## config.mk

```make
export PLATFORM = sky130hd
export DESIGN_NAME = branch_predict_unit
export DESIGN_NICKNAME = d
export VERILOG_FILES = /design/src/rtl/branch_predict_unit.sv
export SDC_FILE = /design/constraint.sdc
export NUM_CORES = 1
export LEC_CHECK = 0
export ABC_CLOCK_PERIOD_IN_PS = 5200
export BUFFER_PORTS_ARGS = -buffer_cell sky130_fd_sc_hd__buf_2
export CAP_MARGIN = 30
export CORE_MARGIN = 5
export CORE_UTILIZATION = 49
export CTS_CLUSTER_DIAMETER = 100
export DETAILED_ROUTE_END_ITERATION = 16
export PLACE_DENSITY = 0.74
export SYNTH_ARGS = -nofsm -noshare
export SYNTH_HDL_FRONTEND = slang
export SYNTH_SLANG_ARGS = --single-unit
```

## constraint.sdc

```tcl
create_clock -name clk -period 5.2 [get_ports clk]
set_clock_uncertainty 0.15 [all_clocks]
set_input_delay 0.26 -clock clk [delete_from_list [all_inputs] [get_ports clk]]
set_output_delay 0.26 -clock clk [all_outputs]
set_load 0.02 [all_outputs]
```

## src/rtl/branch_predict_unit.sv

```systemverilog
// Bimodal (2-bit saturating) branch predictor plus branch resolution for the PC mux.
// Defining BRANCH_STATS_EN enables the branch/mispredict statistics counters.
module branch_predict_unit #(
  parameter int XLEN      = 32,
  parameter int BHT_DEPTH = 64,
  parameter int CNT_W     = 32
) (
  input  logic             clk,
  input  logic             reset,
  output logic             ready,
  input  logic             fetch_valid,
  input  logic [XLEN-1:0]  fetch_pc,
  output logic             pred_valid,
  output logic             pred_taken,
  input  logic             res_valid,
  input  logic [2:0]       res_mode,
  input  logic [XLEN-1:0]  res_pc,
  input  logic [XLEN-1:0]  res_alu_result,
  input  logic             res_pred_taken,
  output logic [1:0]       PCSrcs,
  output logic             flush,
  output logic [CNT_W-1:0] stat_branches,
  output logic [CNT_W-1:0] stat_mispredict,
  output logic             fsm_state
);
  localparam int IDX_W = $clog2(BHT_DEPTH);

  // fetch_valid and res_valid are single-cycle request strobes, accepted only
  // while ready is high; there is no backpressure and requests in INIT are dropped.
  typedef enum logic {S_INIT = 1'b0, S_RUN = 1'b1} state_t;

  state_t           state, next_state;
  logic [IDX_W-1:0] ptr;
  logic [1:0]       bht [BHT_DEPTH];
  logic [IDX_W-1:0] fetch_idx, res_idx;
  logic             run;
  logic             is_branch, actual, mispredict, flush_next;
  logic [1:0]       src_next, cnt_cur, cnt_next;
  logic             unused_pc_bits;

  assign fetch_idx = fetch_pc[IDX_W+1:2];
  assign res_idx   = res_pc[IDX_W+1:2];
  assign unused_pc_bits = ^{fetch_pc[XLEN-1:IDX_W+2], fetch_pc[1:0],
                            res_pc[XLEN-1:IDX_W+2], res_pc[1:0]};

  assign run       = (state == S_RUN);
  assign ready     = run;
  assign fsm_state = run;

  always_ff @(posedge clk) begin
    if (reset) state <= S_INIT;
    else       state <= next_state;
  end

  always_comb begin
    next_state = state;
    case (state)
      S_INIT:  if (ptr == IDX_W'(BHT_DEPTH - 1)) next_state = S_RUN;
      default: next_state = state;
    endcase
  end

  always_ff @(posedge clk) begin
    if (reset)                ptr <= '0;
    else if (state == S_INIT) ptr <= ptr + IDX_W'(1);
  end

  // Resolve decode: jumps always redirect, branches redirect only on a mispredict.
  always_comb begin
    is_branch  = 1'b0;
    actual     = 1'b0;
    src_next   = 2'b11;
    flush_next = 1'b0;
    if (run && res_valid) begin
      case (res_mode)
        3'b000: begin src_next = 2'b00; flush_next = 1'b1; end
        3'b001: begin src_next = 2'b01; flush_next = 1'b1; end
        3'b010: begin is_branch = 1'b1; actual = (res_alu_result == '0); end
        3'b011: begin is_branch = 1'b1; actual = (res_alu_result != '0); end
        default: ;
      endcase
    end
    mispredict = is_branch && (actual != res_pred_taken);
    if (mispredict) begin
      flush_next = 1'b1;
      src_next   = actual ? 2'b10 : 2'b11;
    end
  end

  always_comb begin
    cnt_cur  = bht[res_idx];
    cnt_next = cnt_cur;
    if (actual) begin
      if (cnt_cur != 2'b11) cnt_next = cnt_cur + 2'd1;
    end else if (cnt_cur != 2'b00) begin
      cnt_next = cnt_cur - 2'd1;
    end
  end

  // The table has no reset of its own; INIT sweeps every entry to weak not-taken.
  always_ff @(posedge clk) begin
    if (!reset) begin
      if (state == S_INIT) bht[ptr] <= 2'b01;
      else if (is_branch)  bht[res_idx] <= cnt_next;
    end
  end

  always_ff @(posedge clk) begin
    if (reset) begin
      pred_valid <= 1'b0;
      pred_taken <= 1'b0;
      PCSrcs     <= 2'b11;
      flush      <= 1'b0;
    end else begin
      pred_valid <= run && fetch_valid;
      if (run && fetch_valid) pred_taken <= bht[fetch_idx][1];
      PCSrcs     <= src_next;
      flush      <= flush_next;
    end
  end

`ifdef BRANCH_STATS_EN
  always_ff @(posedge clk) begin
    if (reset) begin
      stat_branches   <= '0;
      stat_mispredict <= '0;
    end else begin
      if (is_branch && (stat_branches != '1))
        stat_branches <= stat_branches + CNT_W'(1);
      if (mispredict && (stat_mispredict != '1))
        stat_mispredict <= stat_mispredict + CNT_W'(1);
    end
  end
`else
  assign stat_branches   = '0;
  assign stat_mispredict = '0;
`endif

endmodule

```

# Yosys cells after proc, flatten, opt, wreduce, memory -nomap -nowiden
# Memory sizes are Yosys's and may differ from the RTL's. A register that Yosys moved wholly into a read port is not among the register bits.
# Index checks and enable logic that the tools add are counted.
dict set report op_classes {
  add_sub_neg 3
  n_eq_ne 6
  muxes 26
  reduce_logical 10
}
# operator count
set ops {}
lappend ops {{$logic_not A32 Y1} 1}
lappend ops {{$reduce_bool A32 Y1} 1}
lappend ops {{$mux W1} 17}
lappend ops {{$mux W2} 6}
lappend ops {{$add A6 B1 Y6 const B} 1}
lappend ops {{$eq A3 B2 Y1 const B} 2}
lappend ops {{$eq A6 B6 Y1 const B} 1}
lappend ops {{$mux W6} 1}
lappend ops {{$reduce_or A2 Y1} 3}
lappend ops {{$pmux W2 S2} 1}
lappend ops {{$eq A3 B1 Y1 const B} 1}
lappend ops {{$logic_and A1 B1 Y1} 3}
lappend ops {{$logic_not A3 Y1} 1}
lappend ops {{$add A2 B1 Y2 const B} 1}
lappend ops {{$ne A2 B2 Y1 const B} 1}
lappend ops {{$pmux W1 S2} 1}
lappend ops {{$reduce_bool A2 Y1} 1}
lappend ops {{$sub A2 B1 Y2 const B} 1}
lappend ops {{$ne A1 B1 Y1} 1}
dict set report word_totals {
  regBits 11
  mem_bits_rw 128
  out_inout_bits 71
  word_cells 51
  mem_count 1
}
# memory words width rd rd_ports_with_merged_regs wr line_no
set memory_table {}
lappend memory_table {bht 64 2 2 1 1 34} ;# logic [1:0] bht [BHT_DEPTH];

# Logic depth before layout (Yosys ltp)
dict set report depth {
  depth_word 10
  mapped_depth 10
  depth_no_buf 6
}

# Least setup slack after synthesis
# Ideal clock, no wire load.
dict set report synth_path {
  path_kind {in2reg}
  startpoint {input res_pc[2]}
  endpoint {memory bht[0][0], data pin}
  t_arrival_ns 3.692
  required_time_ns 4.462
  setup_slack_ns 0.770
  cell_stages 10
  cell_sequence {buf_4 > buf_6 > buf_6 > buf_6 > mux2i_1 > a22oi_1 > a31oi_1 > a221oi_1 > nand2_1 > a31oi_1}
}
dict set report synth_between {
  elab_chain_cells 5
  elab_cells_between_ends 9
  classes_between {add/sub: 2; eq/ne: 1; mux: 4; reduce/logical: 1; memory: 1}
}
# item line_no
set synth_lines {}
lappend synth_lines {{start, declared} 17} ;# input logic [XLEN-1:0] res_pc,
lappend synth_lines {{$mem_v2 Z64 W2 (*)} n/a}
lappend synth_lines {{$sub A2 B1 Y2 (tied with other cells)} 96} ;# cnt_next = cnt_cur - 2'd1;
lappend synth_lines {{$mux W2, on equally long branches} {95, 94}}
lappend synth_lines {{$mux W2 (*)} 93} ;# if (actual) begin
lappend synth_lines {{$mux W2 (no line) (*)} n/a}
lappend synth_lines {{end, declared} 34}
# Every way passes the cells marked *; elsewhere a longest branch is shown, timed or not.

# Worst setup path after layout
dict set report layout_path {
  startpoint {register state, in the netlist fsm_state}
  endpoint {memory bht[57][0] (enable)}
}
dict set report layout_between {
  elab_chain_cells 8
  elab_cells_between_ends 12
  classes_between {mux: 10; reduce/logical: 2}
}
# item line_no
set layout_lines {}
lappend layout_lines {{start, declared} 32} ;# state_t state, next_state;
lappend layout_lines {{start signal, assigned} 52} ;# else state <= next_state;
lappend layout_lines {{$logic_and A1 B1 Y1} 74} ;# if (run && res_valid) begin
lappend layout_lines {{$mux W1} 74}
lappend layout_lines {{$mux W1} 104} ;# else if (is_branch) bht[res_idx] <= cnt_next;
lappend layout_lines {{$mux W1} 103} ;# if (state == S_INIT) bht[ptr] <= 2'b01;
lappend layout_lines {{$mux W1} 102} ;# if (!reset) begin
lappend layout_lines {{$mux W1 (implied by the code)} 104}
lappend layout_lines {{$reduce_or A2 Y1 (no line)} n/a}
lappend layout_lines {{$mux W6 (no line) / $mux W1 (equally long branches)} n/a}
# Parallel ways exist; a longest one is shown, timed or not.

==> impl_results.md <==
* Die Wd at 131 microns
* Routed via count at 4752
* Switching power total at 0.000611 W
* DR WL/cell at 21.7 microns
* Commonest non-fill, non-tap cell in the layout: edfxtp_1
* Yosys reg bits at 140
* HP Class: in2reg
* CP max-delay cell: dfxtp_1
* Post-route ant nets at 0
* Hpwl dp at 11600 microns
* Routed wire length at 17300 microns
* Status: finished, final reports clean
* Clock slew seen by the registers of the worst setup and hold paths at 0.06 ns
* Pin count of the biggest net entering global routing at 35
* DR pass1 iterations at 5
* Synth Instances at 539
* Starting Density at 49.8%
* CTS Buffer Depth at 2
* Crit end category: flop
* Iter 0 DRT Violations at 484
* # rows at 44
* Crit path time final at 3.57 ns
* Hold Fails Final Rpt at 0
* Synth unique cells at 53
* Most frequent cells in the layout: edfxtp_1, nor2_1, conb_1
* Clk sinks at 140
* CP Max Fanout at 16
* Max IR drop VDD at 0.234 mV
* Power per cell area at 332 nW/um^2
* First-pass GRT wire length at 26400 microns
* # nets final at 704
* Register Area at 4080 sq um
* Max Cap Viol at 0
* Port-buffer cells at 58
* WS Path Type: reg2reg
* Hold_ws at 0.0146 ns
* Vias in the first global route at 4714
* Slew at the pin closest to its max-slew limit at 0.952 ns
* Final setup vio count at 0
* Root Buffer: clkbuf_16
* Share of cells above drive strength 1 at 19.9%
* # diodes at 0
* CP Data Arrival Time at 3.54 ns
* DRC viols at 0
* Sequential share of power at 45.4%
* Die area at 17300 sq um
* Multi-input gate area at 2740 sq um
* Initial antenna violation count at 0
* Ys flop type: edfxtp_1
* RSZ-0062 raised after global routing: false
* F_max at 280 MHz
* Leak Pwr at 3.14 nW
* FF-to-FF path depth at 7
* Comb pwr share at 7.1%
* Power Internal at 0.00207 W
* Max-slew headroom at 36.4%
* Worst path most repeated cell: nor2_1
* Post-CTS setup buffer count at 0
* RePlAce Congestion at 0.869
* Layout Area Growth over Synthesis at 12.0%
* Switch share at 22.8%
* Synth async-reset ratio at 0%
* Post-CTS sizing at 0
* Required time of the critical path at 5.17 ns
* Via density at 5.97
* Max stage delay on crit path at 0.58 ns
* Top-level I/O count at 175
* Inserted Clock Buffers at 17
* Non-filler cells, final at 796
* Synthesis Warnings at 0
* Die Y at 131 microns
* TNS Setup at 0 ns
* Worst reg2reg setup slack at 1.63 ns
* Hold buffer count at cts at 4
* Placed insts at 760
* Worst Setup Start Kind: flop
* Sequential share of the synthesized area at 56.6%
* Cell Area, Synth at 7220 sq um
* CTS tree: done
* Worst r2r dst: bht[57][0]
* Worst setup endpoint: bht[57][0]
* RR Startpoint: fsm_state
* Grt ovf at 0
* Clock latency at the later pin of the worst-skew pair at 0.43 ns
* Crit path launch: fsm_state
* Number of synthesized flops with an enable pin at 128
* Clock share of power at 47.5%
* Core box area at 14500 sq um
* Filler instances at 1130
* Slew Limit Fails at 0
* Final period utilization at 68.7%
* Syn avg cell area at 13.4 sq um
* H-tree levels at 4
* CP cell instances: nand4b_1 > nor2_1 > buf_4 > mux2i_1 > and2_1 > nand2_1 > nor2_1
* All-Layer GR Usage at 19.8%
[routing by layer]
metal / wire [microns] / track usage (%)
met5: 0 / 0
met4: 395 / 7.43
met3: 1970 / 5.70
met2: 8410 / 32.6
met1: 6490 / 25.0
[through the flow]
| step | total power [W] | util, % | worst slack (ns) | instance area (sq um) |
|---|---|---|---|---|
| 3_3_place_gp | 0.00142 | 51.2 | 1.54 | 7420 |
| 5_1_grt | 0.00275 | 55.8 | 1.42 | 8080 |
| 4_1_cts | 0.00268 | 55.8 | 1.67 | 8080 |
| 2_1_floorplan | 0.00141 | - | 0.770 | 7450 |
| 3_5_place_dp | 0.00143 | 51.2 | 1.41 | 7420 |
| 6_report | 0.00268 | 55.8 | 1.63 | 8080 |
[worst max-delay path, delay by kind of cell, from the launching register on]
family | cells | cell delay [ns]
multiplexers | 1 | 0.35
buffers and inverters | 1 | 0.34
AND/OR/NAND/NOR | 5 | 1.83
flip-flops | 1 | 0.58
[cells by family (layout without fill, tap and decap cells)]
group / count (synthesis) / count (layout) / share of synthesized area (%)
multiplexers: 79 / 79 / 17.6
buffers and inverters: 92 / 102 / 9.07
XOR/XNOR: 5 / 5 / 0.607
AND/OR/NAND/NOR: 165 / 165 / 10.5
AO/OA/AOI/OAI: 56 / 56 / 5.41
flip-flops: 140 / 140 / 56.6
adder cells (fa/ha/maj): 1 / 1 / 0.173
other: 1 / 64 / 0.0520
[worst min-delay path by stage]
stage	startpoint	endpoint	cells past startpoint
6_report	res_mode[2]	flush	4
5_1_grt	fetch_pc[6]	pred_taken	3
4_1_cts	res_mode[2]	flush	4
3_5_place_dp	res_mode[1]	flush	2
3_3_place_gp	res_mode[1]	flush	2
2_1_floorplan	res_mode[1]	flush	1
[cells in the mapped netlist, types with 2 or more instances]
master | n | area, sq um
xor2_1 | 4 | 35.0
mux4_2 | 21 | 473
nand4_1 | 5 | 31.3
a31oi_1 | 5 | 31.3
edfxtp_1 | 128 | 3840
buf_2 | 3 | 15.0
a21oi_1 | 7 | 35.0
and2_1 | 2 | 12.5
o31ai_1 | 2 | 15.0
nand2b_1 | 7 | 43.8
nor3_1 | 2 | 10.0
dfxtp_1 | 12 | 240
a221oi_1 | 9 | 78.8
nor4_1 | 10 | 62.6
a211oi_1 | 5 | 37.5
or3_1 | 3 | 18.8
buf_4 | 67 | 503
mux2i_1 | 42 | 420
inv_1 | 2 | 7.51
a22oi_1 | 6 | 45.0
nor2b_1 | 9 | 56.3
o21a_1 | 3 | 22.5
nor2_1 | 77 | 289
mux2_2 | 3 | 33.8
o211ai_1 | 2 | 15.0
mux4_1 | 13 | 342
nand3_1 | 10 | 50.1
clkbuf_1 | 12 | 45.0
nand2_1 | 32 | 120
o21ai_0 | 2 | 10.0
buf_6 | 5 | 56.3
o21ai_1 | 8 | 40.0
[sequential cells by signal, indices dropped and copies added, names as in the netlist]
signal	flops
bht	128
ptr	6
PCSrcs	2
flush	1
fsm_state	1
pred_taken	1
pred_valid	1
[layout make-up]
type / count / share of cell area, %
Multi-Input combinational cell: 370 / 33.9
Clock inverter: 15 / 2.45
Tap cell: 184 / 2.85
Sequential cell: 140 / 50.5
Timing Repair Buffer: 67 / 4.86
Clock buffer: 17 / 5.26
Inverter: 3 / 0.139
[power by group through the flow]
stage	logic, W	clock network [W]	registers (W)
after CTS	0.000187	0.00127	0.00122
final	0.000190	0.00128	0.00122
after global routing	0.000202	0.00133	0.00122
after floorplan	0.000170	0	0.00124
after detailed placement	0.000184	0	0.00124
after global placement	0.000180	0	0.00124
(Power assumes the default switching activity.)
